`config.mk`:
```
export PLATFORM = sky130hd
export DESIGN_NAME = char_sweep_sequencer_flat
export DESIGN_NICKNAME = d
export VERILOG_FILES = /design/src/rtl/char_sweep_sequencer_if.sv /design/src/rtl/char_sweep_sequencer.sv /design/src/flat_wrapper.sv
export SDC_FILE = /design/constraint.sdc
export NUM_CORES = 1
export LEC_CHECK = 0
export ABC_AREA = 1
export BUFFER_PORTS_ARGS = -buffer_cell sky130_fd_sc_hd__buf_2
export CORE_MARGIN = 10
export CORE_UTILIZATION = 50
export DETAILED_ROUTE_END_ITERATION = 8
export PLACE_DENSITY = 0.68
export SETUP_SLACK_MARGIN = 0.4
export SLEW_MARGIN = 15
export SYNTH_ARGS = -nofsm -noshare
export SYNTH_HDL_FRONTEND = slang
export SYNTH_SLANG_ARGS = --single-unit
```
`constraint.sdc`:
```
create_clock -name S_AXI_ACLK -period 6.6 [get_ports S_AXI_ACLK]
set_clock_uncertainty 0.1 [all_clocks]
set_input_delay 0.66 -clock S_AXI_ACLK [delete_from_list [all_inputs] [get_ports S_AXI_ACLK]]
set_output_delay 0.66 -clock S_AXI_ACLK [all_outputs]
set_load 0.05 [all_outputs]
```
`src/rtl/char_sweep_sequencer_if.sv`:
```
// Signal bundle between the config block, the ASIC pins and the sweep sequencer.
// master drives control/config/ASIC inputs; slave is the sequencer side.
interface char_sweep_sequencer_if #(
  parameter int unsigned SETTLE_WIDTH   = 32,
  parameter int unsigned INTERVAL_WIDTH = 16
);
  logic                      start;
  logic                      abort;
  logic [SETTLE_WIDTH-1:0]   settle_cycles;
  logic [7:0]                num_samples;
  logic [INTERVAL_WIDTH-1:0] sample_interval;
  logic [1:0]                manual_char_select;
  logic [1:0]                network_output;
  logic [1:0]                char_select;
  logic                      busy;
  logic                      done;
  logic                      result_valid;
  logic [1:0]                result_char;
  logic [1:0]                result_class;
  logic [7:0]                result_votes;
  logic [3:0]                match_mask;

  modport master (
    output start, abort, settle_cycles, num_samples, sample_interval,
           manual_char_select, network_output,
    input  char_select, busy, done, result_valid, result_char,
           result_class, result_votes, match_mask
  );

  modport slave (
    input  start, abort, settle_cycles, num_samples, sample_interval,
           manual_char_select, network_output,
    output char_select, busy, done, result_valid, result_char,
           result_class, result_votes, match_mask
  );
endinterface

```
`src/rtl/char_sweep_sequencer.sv`:
```
// Sweeps char_select over all four characters, majority-votes the synchronized
// network_output after each settle window and reports per-character results.
module char_sweep_sequencer #(
  parameter int unsigned SETTLE_WIDTH   = 32,
  parameter int unsigned INTERVAL_WIDTH = 16
) (
  input logic                   S_AXI_ACLK,
  input logic                   Local_Reset,
  char_sweep_sequencer_if.slave bus
);
  localparam int unsigned VOTE_WIDTH = 8;
  localparam int unsigned NUM_CHARS  = 4;

  typedef enum logic [2:0] {
    ST_IDLE,
    ST_SETTLE,
    ST_SAMPLE,
    ST_WAIT,
    ST_DECIDE
  } state_e;

  state_e                    state_q, state_d;
  logic [1:0]                sync1_q, sync2_q;
  logic [SETTLE_WIDTH-1:0]   settle_load_q, settle_cnt_q;
  logic [SETTLE_WIDTH-1:0]   settle_init_c;
  logic [INTERVAL_WIDTH-1:0] interval_q, wait_cnt_q;
  logic [VOTE_WIDTH-1:0]     num_eff_q, smp_cnt_q;
  logic [VOTE_WIDTH-1:0]     votes_q [NUM_CHARS];
  logic [1:0]                char_q;
  logic                      busy_q, done_q, result_valid_q;
  logic [1:0]                result_char_q, result_class_q;
  logic [VOTE_WIDTH-1:0]     result_votes_q;
  logic [NUM_CHARS-1:0]      match_mask_q;

  logic                      accept_c, sample_c, decide_c, last_sample_c;
  logic [1:0]                winner_c;
  logic [VOTE_WIDTH-1:0]     winner_votes_c;

  // Two-flop synchronizer for the asynchronous ASIC classification
  always_ff @(posedge S_AXI_ACLK) begin
    if (Local_Reset) begin
      sync1_q <= 2'd0;
      sync2_q <= 2'd0;
    end else begin
      sync1_q <= bus.network_output;
      sync2_q <= sync1_q;
    end
  end

  // Counter preload so SETTLE lasts max(settle_cycles,1) cycles
  assign settle_init_c = (bus.settle_cycles == '0) ? '0
                                                    : bus.settle_cycles - SETTLE_WIDTH'(1);
  assign last_sample_c = (smp_cnt_q + VOTE_WIDTH'(1)) == num_eff_q;

  always_ff @(posedge S_AXI_ACLK) begin
    if (Local_Reset) state_q <= ST_IDLE;
    else             state_q <= state_d;
  end

  always_comb begin
    state_d = state_q;
    unique case (state_q)
      ST_IDLE:   if (bus.start && !bus.abort) state_d = ST_SETTLE;
      ST_SETTLE: if (settle_cnt_q == '0) state_d = ST_SAMPLE;
      ST_SAMPLE: begin
        if (last_sample_c)           state_d = ST_DECIDE;
        else if (interval_q == '0)   state_d = ST_SAMPLE;
        else                         state_d = ST_WAIT;
      end
      ST_WAIT:   if (wait_cnt_q == '0) state_d = ST_SAMPLE;
      ST_DECIDE: state_d = (char_q == 2'd3) ? ST_IDLE : ST_SETTLE;
      default:   state_d = ST_IDLE;
    endcase
    if (state_q != ST_IDLE && bus.abort) state_d = ST_IDLE;
  end

  // Abort suppresses any sample or decision in the cycle it arrives
  always_comb begin
    accept_c = 1'b0;
    sample_c = 1'b0;
    decide_c = 1'b0;
    if (state_q == ST_IDLE) accept_c = bus.start && !bus.abort;
    if (state_q == ST_SAMPLE) sample_c = !bus.abort;
    if (state_q == ST_DECIDE) decide_c = !bus.abort;
  end

  // Strict '>' keeps the lowest class index on ties
  always_comb begin
    winner_c       = 2'd0;
    winner_votes_c = votes_q[0];
    for (int unsigned i = 1; i < NUM_CHARS; i++) begin
      if (votes_q[i] > winner_votes_c) begin
        winner_c       = 2'(i);
        winner_votes_c = votes_q[i];
      end
    end
  end

  always_ff @(posedge S_AXI_ACLK) begin
    if (Local_Reset) begin
      settle_load_q  <= '0;
      settle_cnt_q   <= '0;
      interval_q     <= '0;
      wait_cnt_q     <= '0;
      num_eff_q      <= VOTE_WIDTH'(1);
      smp_cnt_q      <= '0;
      for (int unsigned i = 0; i < NUM_CHARS; i++) votes_q[i] <= '0;
      char_q         <= 2'd0;
      busy_q         <= 1'b0;
      done_q         <= 1'b0;
      result_valid_q <= 1'b0;
      result_char_q  <= 2'd0;
      result_class_q <= 2'd0;
      result_votes_q <= '0;
      match_mask_q   <= '0;
    end else begin
      result_valid_q <= 1'b0;
      busy_q         <= (state_d != ST_IDLE);

      if (accept_c) begin
        settle_load_q <= settle_init_c;
        settle_cnt_q  <= settle_init_c;
        interval_q    <= bus.sample_interval;
        num_eff_q     <= (bus.num_samples == '0) ? VOTE_WIDTH'(1) : bus.num_samples;
        smp_cnt_q     <= '0;
        for (int unsigned i = 0; i < NUM_CHARS; i++) votes_q[i] <= '0;
        char_q        <= 2'd0;
        done_q        <= 1'b0;
        match_mask_q  <= '0;
      end

      if (state_q == ST_SETTLE && settle_cnt_q != '0)
        settle_cnt_q <= settle_cnt_q - SETTLE_WIDTH'(1);

      if (state_q == ST_WAIT && wait_cnt_q != '0)
        wait_cnt_q <= wait_cnt_q - INTERVAL_WIDTH'(1);

      if (sample_c) begin
        votes_q[sync2_q] <= votes_q[sync2_q] + VOTE_WIDTH'(1);
        smp_cnt_q        <= smp_cnt_q + VOTE_WIDTH'(1);
        wait_cnt_q       <= interval_q - INTERVAL_WIDTH'(1);
      end

      if (decide_c) begin
        result_valid_q <= 1'b1;
        result_char_q  <= char_q;
        result_class_q <= winner_c;
        result_votes_q <= winner_votes_c;
        if (winner_c == char_q) match_mask_q[char_q] <= 1'b1;
        smp_cnt_q <= '0;
        for (int unsigned i = 0; i < NUM_CHARS; i++) votes_q[i] <= '0;
        if (char_q == 2'd3) begin
          done_q <= 1'b1;
        end else begin
          char_q       <= char_q + 2'd1;
          settle_cnt_q <= settle_load_q;
        end
      end

      if (bus.abort) done_q <= 1'b0;
    end
  end

  // Select is muxed from registered state only, so the pin changes on edges
  assign bus.char_select  = busy_q ? char_q : bus.manual_char_select;
  assign bus.busy         = busy_q;
  assign bus.done         = done_q;
  assign bus.result_valid = result_valid_q;
  assign bus.result_char  = result_char_q;
  assign bus.result_class = result_class_q;
  assign bus.result_votes = result_votes_q;
  assign bus.match_mask   = match_mask_q;
endmodule

```
`src/flat_wrapper.sv`:
```
// flat-port wrapper written by rule: the top's interface ports become plain ports
module char_sweep_sequencer_flat 
#(
  parameter int unsigned SETTLE_WIDTH   = 32,
  parameter int unsigned INTERVAL_WIDTH = 16
)
  (S_AXI_ACLK, Local_Reset, bus_start, bus_abort, bus_settle_cycles, bus_num_samples, bus_sample_interval, bus_manual_char_select, bus_network_output, bus_char_select, bus_busy, bus_done, bus_result_valid, bus_result_char, bus_result_class, bus_result_votes, bus_match_mask);
  char_sweep_sequencer_if #(.SETTLE_WIDTH(SETTLE_WIDTH), .INTERVAL_WIDTH(INTERVAL_WIDTH)) bus_i ();
  input logic S_AXI_ACLK;
  input logic Local_Reset;
  input wire logic [$bits(bus_i.start)-1:0] bus_start;
  input wire logic [$bits(bus_i.abort)-1:0] bus_abort;
  input wire logic [$bits(bus_i.settle_cycles)-1:0] bus_settle_cycles;
  input wire logic [$bits(bus_i.num_samples)-1:0] bus_num_samples;
  input wire logic [$bits(bus_i.sample_interval)-1:0] bus_sample_interval;
  input wire logic [$bits(bus_i.manual_char_select)-1:0] bus_manual_char_select;
  input wire logic [$bits(bus_i.network_output)-1:0] bus_network_output;
  output wire logic [$bits(bus_i.char_select)-1:0] bus_char_select;
  output wire logic [$bits(bus_i.busy)-1:0] bus_busy;
  output wire logic [$bits(bus_i.done)-1:0] bus_done;
  output wire logic [$bits(bus_i.result_valid)-1:0] bus_result_valid;
  output wire logic [$bits(bus_i.result_char)-1:0] bus_result_char;
  output wire logic [$bits(bus_i.result_class)-1:0] bus_result_class;
  output wire logic [$bits(bus_i.result_votes)-1:0] bus_result_votes;
  output wire logic [$bits(bus_i.match_mask)-1:0] bus_match_mask;
  assign bus_i.start = bus_start;
  assign bus_i.abort = bus_abort;
  assign bus_i.settle_cycles = bus_settle_cycles;
  assign bus_i.num_samples = bus_num_samples;
  assign bus_i.sample_interval = bus_sample_interval;
  assign bus_i.manual_char_select = bus_manual_char_select;
  assign bus_i.network_output = bus_network_output;
  assign bus_char_select = bus_i.char_select;
  assign bus_busy = bus_i.busy;
  assign bus_done = bus_i.done;
  assign bus_result_valid = bus_i.result_valid;
  assign bus_result_char = bus_i.result_char;
  assign bus_result_class = bus_i.result_class;
  assign bus_result_votes = bus_i.result_votes;
  assign bus_match_mask = bus_i.match_mask;
  char_sweep_sequencer #(.SETTLE_WIDTH(SETTLE_WIDTH), .INTERVAL_WIDTH(INTERVAL_WIDTH)) u_core (.S_AXI_ACLK(S_AXI_ACLK), .Local_Reset(Local_Reset), .bus(bus_i));
endmodule
```
==> results.cfg <==
[run_status]
outcome = completed

[sta]
min_period_over_period_pct = 73.2
rsz0062_at_grt = false
max_freq_mhz = 207
fin_crit_ns = 4.83
finalHoldViolCount = 0
setup_viol = 0
slew_headroom_pct = 37.0
worst_pin_slew_ns = 0.944
timing.setup.tns_ns = 0
final-max-slew-violation-count = 0

[worst_setup_path]
timing_worst_setup_path_type = flip-flop to flip-flop
crit_family = simple AND/OR/NAND/NOR gates
ff2ff_setup_slack_ns = 1.77
arrival_ns = 5.05
rr_startpoint = u_core.votes_q[1][7]$_SDFFCE_PN0P_
cpMostUsedCell = nand2_1
worstSetupStartpointType = flip-flop
rr_endpoint = u_core.bus.match_mask[1]$_SDFF_PP0_
reg2regPathDepth = 27
cp_max_fo = 19
path_buf_inv = 1
crit_path_max_incr_delay_ns = 0.59
cpMaxStageDelayCell = o21ai_0
cp.required_ns = 6.82
end_kind = flip-flop

[routing]
routedWlPerCell_um = 15.2
first_iter_violations = 726
routed_via_density = 5.38
drc = 0
drtPass1Iterations = 5
antenna_left = 0
wirelength_um = 27100
vias = 9586

[global_route]
grt_start_max_net_pins = 69
grt_pass1_wl_um = 44800
antenna_found_initial = 0
grt_usage_pct = 20.6
grt_overflow = 0
grt_pass1_vias = 9204

[synth]
synth_warnings = 0
syn_inst = 1451
seq_area_frac_synth_pct = 37.5
ys.flop_type = dfxtp_1
syn-num-nets = 1548
synth_enable_flop_cells = 32
async_reset_ff_share_pct = 0
yosys-top-cells-area = dfxtp_1, nand2_1, edfxtp_1
synth_cell_types = 51
synthesis.area_mm2 = 0.0100
synth_seq_cells = 172
yosys.area.top_type = dfxtp_1
synth.top_cell.area_share_pct = 28.0
synth_area_per_cell_um2 = 6.91

[floorplan]
die_x_um = 162
die-area_mm2 = 0.0261
initial_utilization_pct = 51.2
die_h_um = 162
num_rows = 51
num_io_pins = 85
coreArea_mm2 = 0.0196

[hold_path]
hp-class = flip-flop to flip-flop
hold_end = u_core.sync2_q[1]$_SDFF_PP0_
holdPathStages = 2
worstHoldStart = u_core.sync1_q[1]$_SDFF_PP0_

[placed_design]
place.port_buffers = 84
place_congestion = 0.928
dpl.hpwl_um = 19400

[clocking]
numCtsBuffers = 17
clock_latency_ns = 0.43
clockBufferDepth = 2
cts_hold_buf = 0
cts_setup_buffers = 0
tritoncts = built
htree_levels = 4
ctsResizeCount = 0
clk_pin_slew_ns = 0.06
clkSinkCount = 172
root_buffer = clkbuf_16

[cells_and_area]
final_nets = 1604
final_util_pct = 57.0
regArea_mm2 = 0.00376
multi_input_area_mm2 = 0.00546
antenna_cells = 0
num-fill-cells = 1938
layout-drive-gt1-share_pct = 12.1
syn_to_final_growth_pct = 11.4

[power_and_ir_drop]
power.leakage_nw = 5.14
ir_drop_uv = 158
finalPower_mw = 2.79
power.density_mw_per_mm2 = 250

[job]
cap_violations = 0
==> power breakdown <==
part	total [mW]	leakage (nW)	switching (mW)	internal [mW]
logic	0.646	3.38	0.434	0.211
registers	1.18	1.48	0.0506	1.13
clock network	0.969	0.276	0.411	0.558
==> synthesized netlist by cell type, types with 2 or more instances <==
| cell type | n |
|---|---|
| nand2_1 | 357 |
| nor2_1 | 169 |
| o21ai_0 | 154 |
| inv_1 | 148 |
| dfxtp_1 | 140 |
| nand3_1 | 81 |
| a21oi_1 | 53 |
| clkbuf_1 | 42 |
| ha_1 | 33 |
| a31oi_1 | 32 |
| edfxtp_1 | 32 |
| or2_2 | 28 |
| xor2_1 | 27 |
| nand4_1 | 22 |
| nor4_1 | 13 |
| nor3_1 | 11 |
| o21ai_1 | 10 |
| xnor2_1 | 9 |
| inv_2 | 8 |
| o211ai_1 | 8 |
| a21o_1 | 6 |
| o21ai_2 | 6 |
| o22ai_1 | 6 |
| buf_2 | 5 |
| nor2_4 | 5 |
| buf_1 | 4 |
| a211oi_1 | 3 |
| nand3_2 | 3 |
| nor2_2 | 3 |
| o21bai_1 | 3 |
| a22o_1 | 2 |
| a32o_1 | 2 |
| a32oi_1 | 2 |
| and3_1 | 2 |
| buf_6 | 2 |
| mux2i_2 | 2 |
| nand2_2 | 2 |
| nand3b_1 | 2 |
| o221ai_1 | 2 |
==> metrics by stage <==
| stage | worst slack, ns | instances | area, um2 | hold WS [ns] |
|---|---|---|---|---|
| CTS | 1.82 | 1783 | 11200 | 0.308 |
| detailed placement | 1.83 | 1753 | 10600 | 0.302 |
| global route | 1.05 | 1783 | 11200 | 0.335 |
| global placement | 1.88 | 1753 | 10600 | 0.294 |
| floorplan | 2.34 | 1451 | 10000 | 0.288 |
| finish | 1.77 | 1783 | 11200 | 0.309 |
==> how the worst max path moves through the flow <==
stage | from | endpoint | cells past startpoint
CTS | u_core.votes_q[1][7]$_SDFFCE_PN0P_ | u_core.bus.match_mask[1]$_SDFF_PP0_ | 26
global route | u_core.votes_q[1][3]$_SDFFCE_PN0P_ | u_core.bus.match_mask[2]$_SDFF_PP0_ | 28
finish | u_core.votes_q[1][7]$_SDFFCE_PN0P_ | u_core.bus.match_mask[1]$_SDFF_PP0_ | 27
detailed placement | u_core.votes_q[1][7]$_SDFFCE_PN0P_ | u_core.bus.result_votes[7]$_SDFFE_PP0P_ | 27
global placement | u_core.votes_q[1][7]$_SDFFCE_PN0P_ | u_core.bus.result_votes[7]$_SDFFE_PP0P_ | 27
floorplan | u_core.votes_q[1][7]$_SDFFCE_PN0P_ | u_core.bus.match_mask[0]$_SDFF_PP0_ | 28
==> layout make-up <==
cell class | instances | share of cell area, %
Clock buffer | 24 | 4.41
Inverter | 157 | 5.28
Multi-Input combinational cell | 1068 | 48.9
Timing Repair Buffer | 91 | 4.23
Tap cell | 265 | 2.97
Clock inverter | 6 | 0.538
Sequential cell | 172 | 33.7
==> registers in the layout (all words and copies together) (netlist names), 3 cells and up <==
| name | cells |
|---|---|
| u_core.bus.result_votes | 8 |
| u_core.num_eff_q | 8 |
| u_core.bus.match_mask | 4 |
| u_core.interval_q | 16 |
| u_core.wait_cnt_q | 16 |
| u_core.smp_cnt_q | 8 |
| u_core.votes_q | 32 |
| u_core.state_q | 3 |
| u_core.settle_cnt_q | 32 |
| u_core.settle_load_q | 32 |
==> worst reg2reg max path, cell delays in order (launching register included) <==
cell and delay (ns):
edfxtp_1 0.40, ha_1 0.32, nand2_1 0.07, nor2_1 0.16
nand2_1 0.07, nand2_1 0.07, nand2_1 0.27, o21ai_0 0.59
ha_1 0.26, nand2_1 0.05, nand2_1 0.06, nand2_1 0.05
nand2_1 0.05, nand2_1 0.04, nand2_1 0.39, o21ai_0 0.23
ha_1 0.34, nand2_1 0.06, o21ai_0 0.17, nand2_1 0.07
o211ai_1 0.08, nand2_1 0.32, nand2_1 0.19, nand2_1 0.06
nand2_1 0.06, inv_1 0.07, nand3_1 0.09, nand2_1 0.05
==> layout by cell type (no fill, tap or decap), drive strengths merged, types with 3 or more instances in the layout <==
master | synthesis | final
nand2 | 360 | 360
nor2 | 177 | 177
o21ai | 171 | 171
inv | 156 | 158
dfxtp | 140 | 140
buf | 12 | 91
nand3 | 84 | 84
a21oi | 53 | 53
ha | 33 | 33
a31oi | 32 | 32
edfxtp | 32 | 32
or2 | 29 | 29
xor2 | 27 | 27
clkbuf | 42 | 24
nand4 | 23 | 23
nor4 | 13 | 13
nor3 | 13 | 13
xnor2 | 9 | 9
o211ai | 8 | 8
a21o | 6 | 6
o22ai | 6 | 6
clkinv | 1 | 4
a211oi | 3 | 3
o21bai | 3 | 3
==> cell families (layout without fill, tap and decap cells) <==
logic type / Yosys count / in the layout / synth area share, %
multiplexers: 2 / 2 / 0.275
XOR/XNOR: 36 / 36 / 3.15
flip-flops: 172 / 172 / 37.5
AND/OR/NAND/NOR: 704 / 704 / 30.4
AO/OA/AOI/OAI: 293 / 293 / 16.4
adder cells (fa/ha/maj): 33 / 33 / 4.12
buffers and inverters: 211 / 278 / 8.15
==> metal layers <==
| layer | vias to the layer above | share of wire, % | GRT usage (%) |
|---|---|---|---|
| met2 | 274 | 45 | 33.4 |
| met5 | - | 0 | 0 |
| met3 | 51 | 5.5 | 3.48 |
| met4 | 0 | 2.5 | 7.44 |
| li1 | 4907 | - | - |
| met1 | 4354 | 47 | 26.9 |
No activity file was read; power rests on OpenSTA's default activity.
